`src/rtl/cpu_pkg.sv`:
```
// Shared CPU-side definitions for the instruction-download path:
// loader states, frame marker and ICache geometry.
package cpu_pkg;

  localparam int         LOADER_INDEX_W   = 8;
  localparam int         ICACHE_DEPTH     = 2 ** LOADER_INDEX_W;
  localparam logic [7:0] LOADER_SYNC_BYTE = 8'hA5;

  typedef enum logic [2:0] {
    ST_SYNC  = 3'd0,
    ST_COUNT = 3'd1,
    ST_HI    = 3'd2,
    ST_LO    = 3'd3,
    ST_FLUSH = 3'd4,
    ST_DONE  = 3'd5
  } loader_state_e;

endpackage

```
`src/rtl/program_loader_if.sv`:
```
// Byte-stream input and ICache write-port bundle of the program loader.
// Handshake: a byte transfers on a rising clk edge where byte_valid && byte_ready;
// byte_data must be stable while byte_valid is high, and byte_ready never depends on byte_valid.
interface program_loader_if
  import cpu_pkg::*;
#(
  parameter int INDEX_W = LOADER_INDEX_W
);
  logic               byte_valid;
  logic [7:0]         byte_data;
  logic               byte_ready;
  logic               write;
  logic [INDEX_W-1:0] write_instruction_index;
  logic [15:0]        write_instruction;
  logic               load_done;
  logic [INDEX_W:0]   words_loaded;

  modport master (
    input  byte_valid, byte_data,
    output byte_ready, write, write_instruction_index, write_instruction,
           load_done, words_loaded
  );

  modport slave (
    output byte_valid, byte_data,
    input  byte_ready, write, write_instruction_index, write_instruction,
           load_done, words_loaded
  );
endinterface

```
`src/rtl/program_loader.sv`:
```
// Frames a byte stream (sync, word count, halfwords) into ICache writes.
// write doubles as the CPU stall, so it is held high across the whole load.
module program_loader
  import cpu_pkg::*;
#(
  parameter logic [7:0] SYNC_BYTE = LOADER_SYNC_BYTE,
  parameter int         INDEX_W   = LOADER_INDEX_W
) (
  input  logic             clk,
  input  logic             reset,
  program_loader_if.master bus,
  output loader_state_e    dbg_state_o
);

  localparam int                CNT_W      = INDEX_W + 1;
  localparam logic [CNT_W-1:0]  FULL_FRAME = CNT_W'(2 ** INDEX_W);

  loader_state_e      state_q, state_d;
  logic [7:0]         hi_q, hi_d;
  logic [INDEX_W-1:0] idx_q, idx_d;
  logic [CNT_W-1:0]   n_q, n_d;
  logic [CNT_W-1:0]   wl_q, wl_d;
  logic [15:0]        wi_q, wi_d;
  logic [INDEX_W-1:0] widx_q, widx_d;
  logic               write_q, write_d;
  logic               ready_q, ready_d;
  logic               done_q, done_d;
  logic               accept;
  logic [CNT_W-1:0]   wl_inc;

  assign accept = bus.byte_valid & ready_q;
  assign wl_inc = wl_q + CNT_W'(1);

  always_ff @(posedge clk or posedge reset) begin
    if (reset) begin
      state_q <= ST_SYNC;
      hi_q    <= '0;
      idx_q   <= '0;
      n_q     <= '0;
      wl_q    <= '0;
      wi_q    <= '0;
      widx_q  <= '0;
      write_q <= 1'b0;
      ready_q <= 1'b1;
      done_q  <= 1'b0;
    end else begin
      state_q <= state_d;
      hi_q    <= hi_d;
      idx_q   <= idx_d;
      n_q     <= n_d;
      wl_q    <= wl_d;
      wi_q    <= wi_d;
      widx_q  <= widx_d;
      write_q <= write_d;
      ready_q <= ready_d;
      done_q  <= done_d;
    end
  end

  always_comb begin
    state_d = state_q;
    hi_d    = hi_q;
    idx_d   = idx_q;
    n_d     = n_q;
    wl_d    = wl_q;
    wi_d    = wi_q;
    widx_d  = widx_q;
    write_d = write_q;
    case (state_q)
      ST_SYNC: begin
        if (accept && bus.byte_data == SYNC_BYTE) state_d = ST_COUNT;
      end
      ST_COUNT: begin
        if (accept) begin
          // A zero count byte stands for a full ICache image.
          n_d     = (bus.byte_data == 8'd0) ? FULL_FRAME : CNT_W'(bus.byte_data);
          wl_d    = '0;
          idx_d   = '0;
          state_d = ST_HI;
        end
      end
      ST_HI: begin
        if (accept) begin
          hi_d    = bus.byte_data;
          state_d = ST_LO;
        end
      end
      ST_LO: begin
        if (accept) begin
          wi_d    = {hi_q, bus.byte_data};
          widx_d  = idx_q;
          write_d = 1'b1;
          idx_d   = idx_q + INDEX_W'(1);
          wl_d    = wl_inc;
          state_d = (wl_inc == n_q) ? ST_FLUSH : ST_HI;
        end
      end
      ST_FLUSH: state_d = ST_DONE;
      ST_DONE:  state_d = ST_SYNC;
      default:  state_d = ST_SYNC;
    endcase
    // Outputs are registered, so they are derived from the state being entered.
    if (state_d == ST_DONE) write_d = 1'b0;
    ready_d = !(state_d == ST_FLUSH || state_d == ST_DONE);
    done_d  = (state_d == ST_DONE);
  end

  assign bus.byte_ready              = ready_q;
  assign bus.write                   = write_q;
  assign bus.write_instruction_index = widx_q;
  assign bus.write_instruction       = wi_q;
  assign bus.load_done               = done_q;
  assign bus.words_loaded            = wl_q;
  assign dbg_state_o                 = state_q;

endmodule

```
`src/flat_wrapper.sv`:
```
// flat-port wrapper written by rule: the top's interface ports become plain ports
module program_loader_flat import cpu_pkg::*;
#(
  parameter logic [7:0] SYNC_BYTE = LOADER_SYNC_BYTE,
  parameter int         INDEX_W   = LOADER_INDEX_W
)
  (clk, reset, dbg_state_o, bus_byte_valid, bus_byte_data, bus_byte_ready, bus_write, bus_write_instruction_index, bus_write_instruction, bus_load_done, bus_words_loaded);
  program_loader_if #(.INDEX_W(INDEX_W)) bus_i ();
  input  logic clk;
  input  logic reset;
  output loader_state_e dbg_state_o;
  input wire logic [$bits(bus_i.byte_valid)-1:0] bus_byte_valid;
  input wire logic [$bits(bus_i.byte_data)-1:0] bus_byte_data;
  output wire logic [$bits(bus_i.byte_ready)-1:0] bus_byte_ready;
  output wire logic [$bits(bus_i.write)-1:0] bus_write;
  output wire logic [$bits(bus_i.write_instruction_index)-1:0] bus_write_instruction_index;
  output wire logic [$bits(bus_i.write_instruction)-1:0] bus_write_instruction;
  output wire logic [$bits(bus_i.load_done)-1:0] bus_load_done;
  output wire logic [$bits(bus_i.words_loaded)-1:0] bus_words_loaded;
  assign bus_i.byte_valid = bus_byte_valid;
  assign bus_i.byte_data = bus_byte_data;
  assign bus_byte_ready = bus_i.byte_ready;
  assign bus_write = bus_i.write;
  assign bus_write_instruction_index = bus_i.write_instruction_index;
  assign bus_write_instruction = bus_i.write_instruction;
  assign bus_load_done = bus_i.load_done;
  assign bus_words_loaded = bus_i.words_loaded;
  program_loader #(.SYNC_BYTE(SYNC_BYTE), .INDEX_W(INDEX_W)) u_core (.clk(clk), .reset(reset), .bus(bus_i), .dbg_state_o(dbg_state_o));
endmodule
```
`config.mk`:
```
export PLATFORM = sky130hd
export DESIGN_NAME = program_loader_flat
export DESIGN_NICKNAME = d
export VERILOG_FILES = /design/src/rtl/cpu_pkg.sv /design/src/rtl/program_loader_if.sv /design/src/rtl/program_loader.sv /design/src/flat_wrapper.sv
export SDC_FILE = /design/constraint.sdc
export NUM_CORES = 1
export LEC_CHECK = 0
export ABC_CLOCK_PERIOD_IN_PS = 6480
export BUFFER_PORTS_ARGS = -buffer_cell sky130_fd_sc_hd__buf_4
export CORE_MARGIN = 1.5
export CORE_UTILIZATION = 35
export CTS_CLUSTER_SIZE = 12
export DETAILED_ROUTE_END_ITERATION = 10
export PLACE_DENSITY_LB_ADDON = 0.08
export SYNTH_ARGS = -nofsm -noshare
export SYNTH_HDL_FRONTEND = slang
export SYNTH_SLANG_ARGS = --single-unit
```
`constraint.sdc`:
```
create_clock -name clk -period 6.48 [get_ports clk]
set_input_delay 1.296 -clock clk [delete_from_list [all_inputs] [get_ports clk]]
set_output_delay 1.296 -clock clk [all_outputs]
set_load 0.05 [all_outputs]
```
After elaboration in Yosys (flattened, before gate mapping)
Index checks and enable logic that the tools add are counted.
- bits in registers: 64
- latch bits: 0
- bits in writable memories: 0
- memory bits (read-only): 0
- input port bits: 11
- output and inout port bits: 39
- logic and storage cells: 52
- memories: 0
- add/subtract/negate cells: 2
- multiply operators: 0
- div/mod/pow operators: 0
- magnitude comparators: 0
- equality and inequality tests: 10
- shift operators: 0
- multiplexer cells: 16
- bitwise operators: 1
- reductions and logical operators: 13
- operators by type and width (kind ; number):
    $mux 9 ; 3
    $pmux 9 s2 ; 1
    $mux 8 ; 2
    $pmux 8 s2 ; 1
    $mux 3 ; 5
    $pmux 3 s5 ; 1
    $add 9x1->9 const B ; 1
    $eq 3x3->1 const B ; 3
    $eq 9x9->1 ; 1
    $add 8x1->8 const B ; 1
    $eq 8x8->1 const B ; 1
    $logic_not 8->1 ; 1
    $reduce_and 2->1 ; 4
    $eq 3x2->1 const B ; 2
    $reduce_bool 2->1 ; 3
    $ne 2x1->1 const B ; 2
    $eq 3x1->1 const B ; 1
    $logic_not 3->1 ; 1
    $mux 1 ; 3
    $reduce_and 3->1 ; 1
    $and 1x1->1 ; 1
    $logic_and 1x1->1 ; 1
    $logic_not 1->1 ; 1
    $logic_or 1x1->1 ; 1

Longest topological paths before layout
- depth after elaboration: 8
- mapped depth: 7
- depth with buffers taken out: 6

Least setup slack after synthesis
OpenSTA, ideal clock, no wires.
- kind: input to register
- start point: input bus_byte_valid
- end point: register u_core.wi_q[0] (netlist: u_core.bus.write_instruction[0])
- setup time: 66 ps
- arrival: 2410 ps
- required time: 6414 ps
- setup slack: 4004 ps
- stages: 6
- path buffers: 2
- cells stage by stage: nand4b_1 -> clkbuf_1 -> nor2_1 -> clkbuf_1 -> nand2_1 -> nand2_1
- word-level cells in the longest chain between the ends: 2
- ends and longest elaborated chain (what ; RTL line ; RTL):
    from (decl) ; flat_wrapper.sv:12 ; input wire logic [$bits(bus_i.byte_valid)-1:0] bus_byte_valid;
    $and 1x1->1 ; program_loader.sv:31 ; assign accept = bus.byte_valid & ready_q;
    $reduce_and 2->1 (no line) ; - ;
    to (signal assigned) ; program_loader.sv:52 ; wi_q <= wi_d;
    to (decl) ; program_loader.sv:23 ; logic [15:0] wi_q, wi_d;
No other way between the ends.
A chain may end at the register's enable or synchronous reset.

Worst setup path in the final report
- start point: input bus_byte_valid
- end point: register u_core.wl_q[6] (netlist: u_core.bus.words_loaded[6])
- word-level cells in the longest chain between the ends: 3
- elaborated cells between the ends (all ways): 4
- classes of those cells: eq/ne: 2; bitwise: 1; reduce/logical: 1
- ends and longest elaborated chain (what ; RTL line ; RTL):
    $and 1x1->1 * ; program_loader.sv:31 ;
    $ne 2x1->1 (no line) ; - ;
    $reduce_and 3->1 (no line) * ; - ;
    to (signal assigned) ; program_loader.sv:51 ; wl_q <= wl_d;
    to (decl) ; program_loader.sv:22 ; logic [CNT_W-1:0] wl_q, wl_d;
Mark *: on every way between the ends. The rest lies on a longest branch, timed or not.

==> qor.yml <==
cts_buffer_depth: 2
postSynthRegisterBits: 64
placedCellCount: 442
io-pin-count: 50
via_count: 2302
core_area_um2: 8180
cts_resized: 0
synth_area_leaders: "dfrtp_1 54%, nand2_1 12%, mux2_2 6.5%"
syn_inst: 298
timing.critical_path.mode_cell: "buf_4"
min_period_ns: 3.20
leakagePower_nw: 1.69
finalClockSkew_ns: 0.00694
via_per_inst: 5.03
start_kind: "primary input"
grt_max_degree: 65
netlist.area_leader.share_pct: 53.6
cpPeakStageDelay_ns: 0.63
crit_slowest_cell: "nand4b_1"
clk_pin_slew_ns: 0.07
crit_path_end_kind: "flip-flop"
cts_tree: "done"
fp-row-count: 33
synthDistinctLibCells: 43
overflow: 0
synth_edf_count: 0
netlist_area_um2: 2940
track_usage_pct: 17.5
post-route-drc-count: 0
hpwl_mm: 4.76
worst_pin_slew_ns: 0.893
cts.sinks: 64
place.gp.congestion: 0.763
diodes: 0
fmax_mhz: 312
synthesis.nets: 311
min-delay-path-class: "flip-flop to flip-flop"
layout_setup_ws_ns: 3.28
synth_top_area_cell: "dfrtp_1"
crit_arrival_ns: 3.43
finalMaxSlewViolations: 0
grt_pass1_vias: 2187
power.density_nw_per_um2: 504
clk_latency_ns: 0.34
setup_viol: 0
outcome: "finished clean"
ys_seq_area_share_pct: 54.5
synth_common_cells: "93 x nand2_1, 63 x dfrtp_1, 20 x o21ai_0, 17 x mux2_2, 11 x nor2_1"
drt_pass1_iterations: 4
postRouteAntennaNets: 0
cap_violations: 0
path_max_fanout: 20
slew_headroom_pct: 40.3
die_h_um: 94.7
nets: 361
place_ws_ns: 2.89
drtIter0Drc: 148
finalSetupTns_ns: 0
grt_antenna_before_repair: 0
start_util_pct: 36.0
cts.htree.levels: 3
rsz0062_at_grt: "no"
die_area_um2: 8960
synthFlopType: "dfrtp_1"
syn_to_final_growth_pct: 21.5
peakVddDrop_mv: 0.238
cts_root_buffer: "clkbuf_8"
criticalPathCategory: "primary input to flip-flop"
post_cts_buffers: 0
fin_crit_sh_pct: 49.5
crit_family: "simple AND/OR/NAND/NOR gates"
final_cells: 458
crit_buf_inv: 3
port_buffers: 49
fin_total_pwr_w: 0.00180
grt_pass1_wl_mm: 11.6
die_w_um: 94.7
async_flop_share_pct: 100
worstPathRequired_ns: 6.71
totalWireLength_mm: 7.17
cts_buffers: 9
yosysMostFrequentCell: "nand2_1"
hold_viol: 0
drive_gt1_share_pct: 25.5
syn_area_per_cell_um2: 9.87
yosys_warnings: 0
wire_per_inst_um: 15.7
path_cells: "buf_4, nand4b_1, inv_1, nand2_1, buf_4, o41ai_1"
worst_hold_slack_ns: 0.469
hold_buffers: 0
stage by stage:
stage,cell area (um^2),util [%]
6_report,3570,43.7
5_1_grt,3570,43.7
4_1_cts,3570,43.7
3_5_place_dp,3410,41.7
3_3_place_gp,3410,41.7
2_1_floorplan,2940,-
placed cells by master, fill, tap and decap left out, types with 2 or more instances in the layout:
| master | n |
|---|---|
| nand2_1 | 93 |
| dfrtp_1 | 63 |
| buf_4 | 52 |
| o21ai_0 | 20 |
| mux2_2 | 17 |
| nor2_1 | 10 |
| clkbuf_8 | 10 |
| nand3_1 | 9 |
| xnor2_1 | 8 |
| inv_1 | 7 |
| a21oi_1 | 6 |
| xor2_1 | 6 |
| or3_1 | 3 |
| o31ai_1 | 3 |
| nand4_1 | 3 |
| clkbuf_1 | 3 |
| nand4b_1 | 2 |
| nor4_1 | 2 |
| o21a_1 | 2 |
| o41ai_1 | 2 |
| and3_1 | 2 |
| o32a_1 | 2 |
| o31a_1 | 2 |
| ha_1 | 2 |
| clkinv_2 | 2 |
registers in the layout, summed over array words and instances (netlist names):
register	cells
u_core.dbg_state_o	3
u_core.bus.byte_ready	1
u_core.n_q	9
u_core.bus.write	1
u_core.bus.write_instruction_index	8
u_core.bus.write_instruction	16
u_core.bus.words_loaded	9
u_core.idx_q	8
u_core.hi_q	8
u_core.bus.load_done	1
worst paths after layout:
| kind | from | end | slack (ns) | depth (start not counted) |
|---|---|---|---|---|
| setup / recovery | bus_byte_valid | u_core.bus.words_loaded[6] | 3.28 | 6 |
| hold / removal | u_core.hi_q[6] | u_core.bus.write_instruction[14] | 0.47 | 2 |
| setup reg to reg | u_core.bus.byte_ready | u_core.bus.words_loaded[6] | 3.75 | 5 |
| hold reg to reg | u_core.hi_q[6] | u_core.bus.write_instruction[14] | 0.47 | 2 |
| max in group asynchronous | reset | u_core.bus.words_loaded[1] | 4.74 | 3 |
| min in group asynchronous | reset | u_core.bus.write_instruction[11] | 1.20 | 3 |
layout make-up:
cell class,instances,area [um^2]
Fill cell,833,4600
Sequential cell,64,1600
Multi-Input combinational cell,213,1250
Timing Repair Buffer,52,390
Clock buffer,13,149
Tap cell,105,131
Inverter,8,30.0
Clock inverter,3,17.5
power breakdown:
| part | switching, W | internal (W) |
|---|---|---|
| logic | 0.000543 | 0.000280 |
| clock network | 0.000153 | 0.000148 |
| registers | 0.000135 | 0.000543 |
| total | 0.000831 | 0.000971 |
layer usage:
layer  up-vias  track usage (%)  share of wire [%]
met2        59             26.8                 45
met3         8             4.19                4.9
li1       1113                -                  -
met5         -                0                  0
met4         0             6.72                1.3
met1      1122             24.0                 48
worst min-delay path: stages (launching register included):
cell and delay, ns:
dfrtp_1 0.34, nand2_1 0.05, nand2_1 0.05
cell families (layout without fill, tap and decap cells):
group	count (synthesis)	count (layout)	synth area share [%]
buffers and inverters	21	76	3.02
xor gates and xnor gates	14	14	4.17
muxes	18	18	6.85
DFF	64	64	54.5
adders and majority gates	2	2	0.851
and+or+nand+nor	133	133	19.8
AOI/OAI and AO/OA	46	46	10.8
No activity file was read; power rests on OpenSTA's default activity.
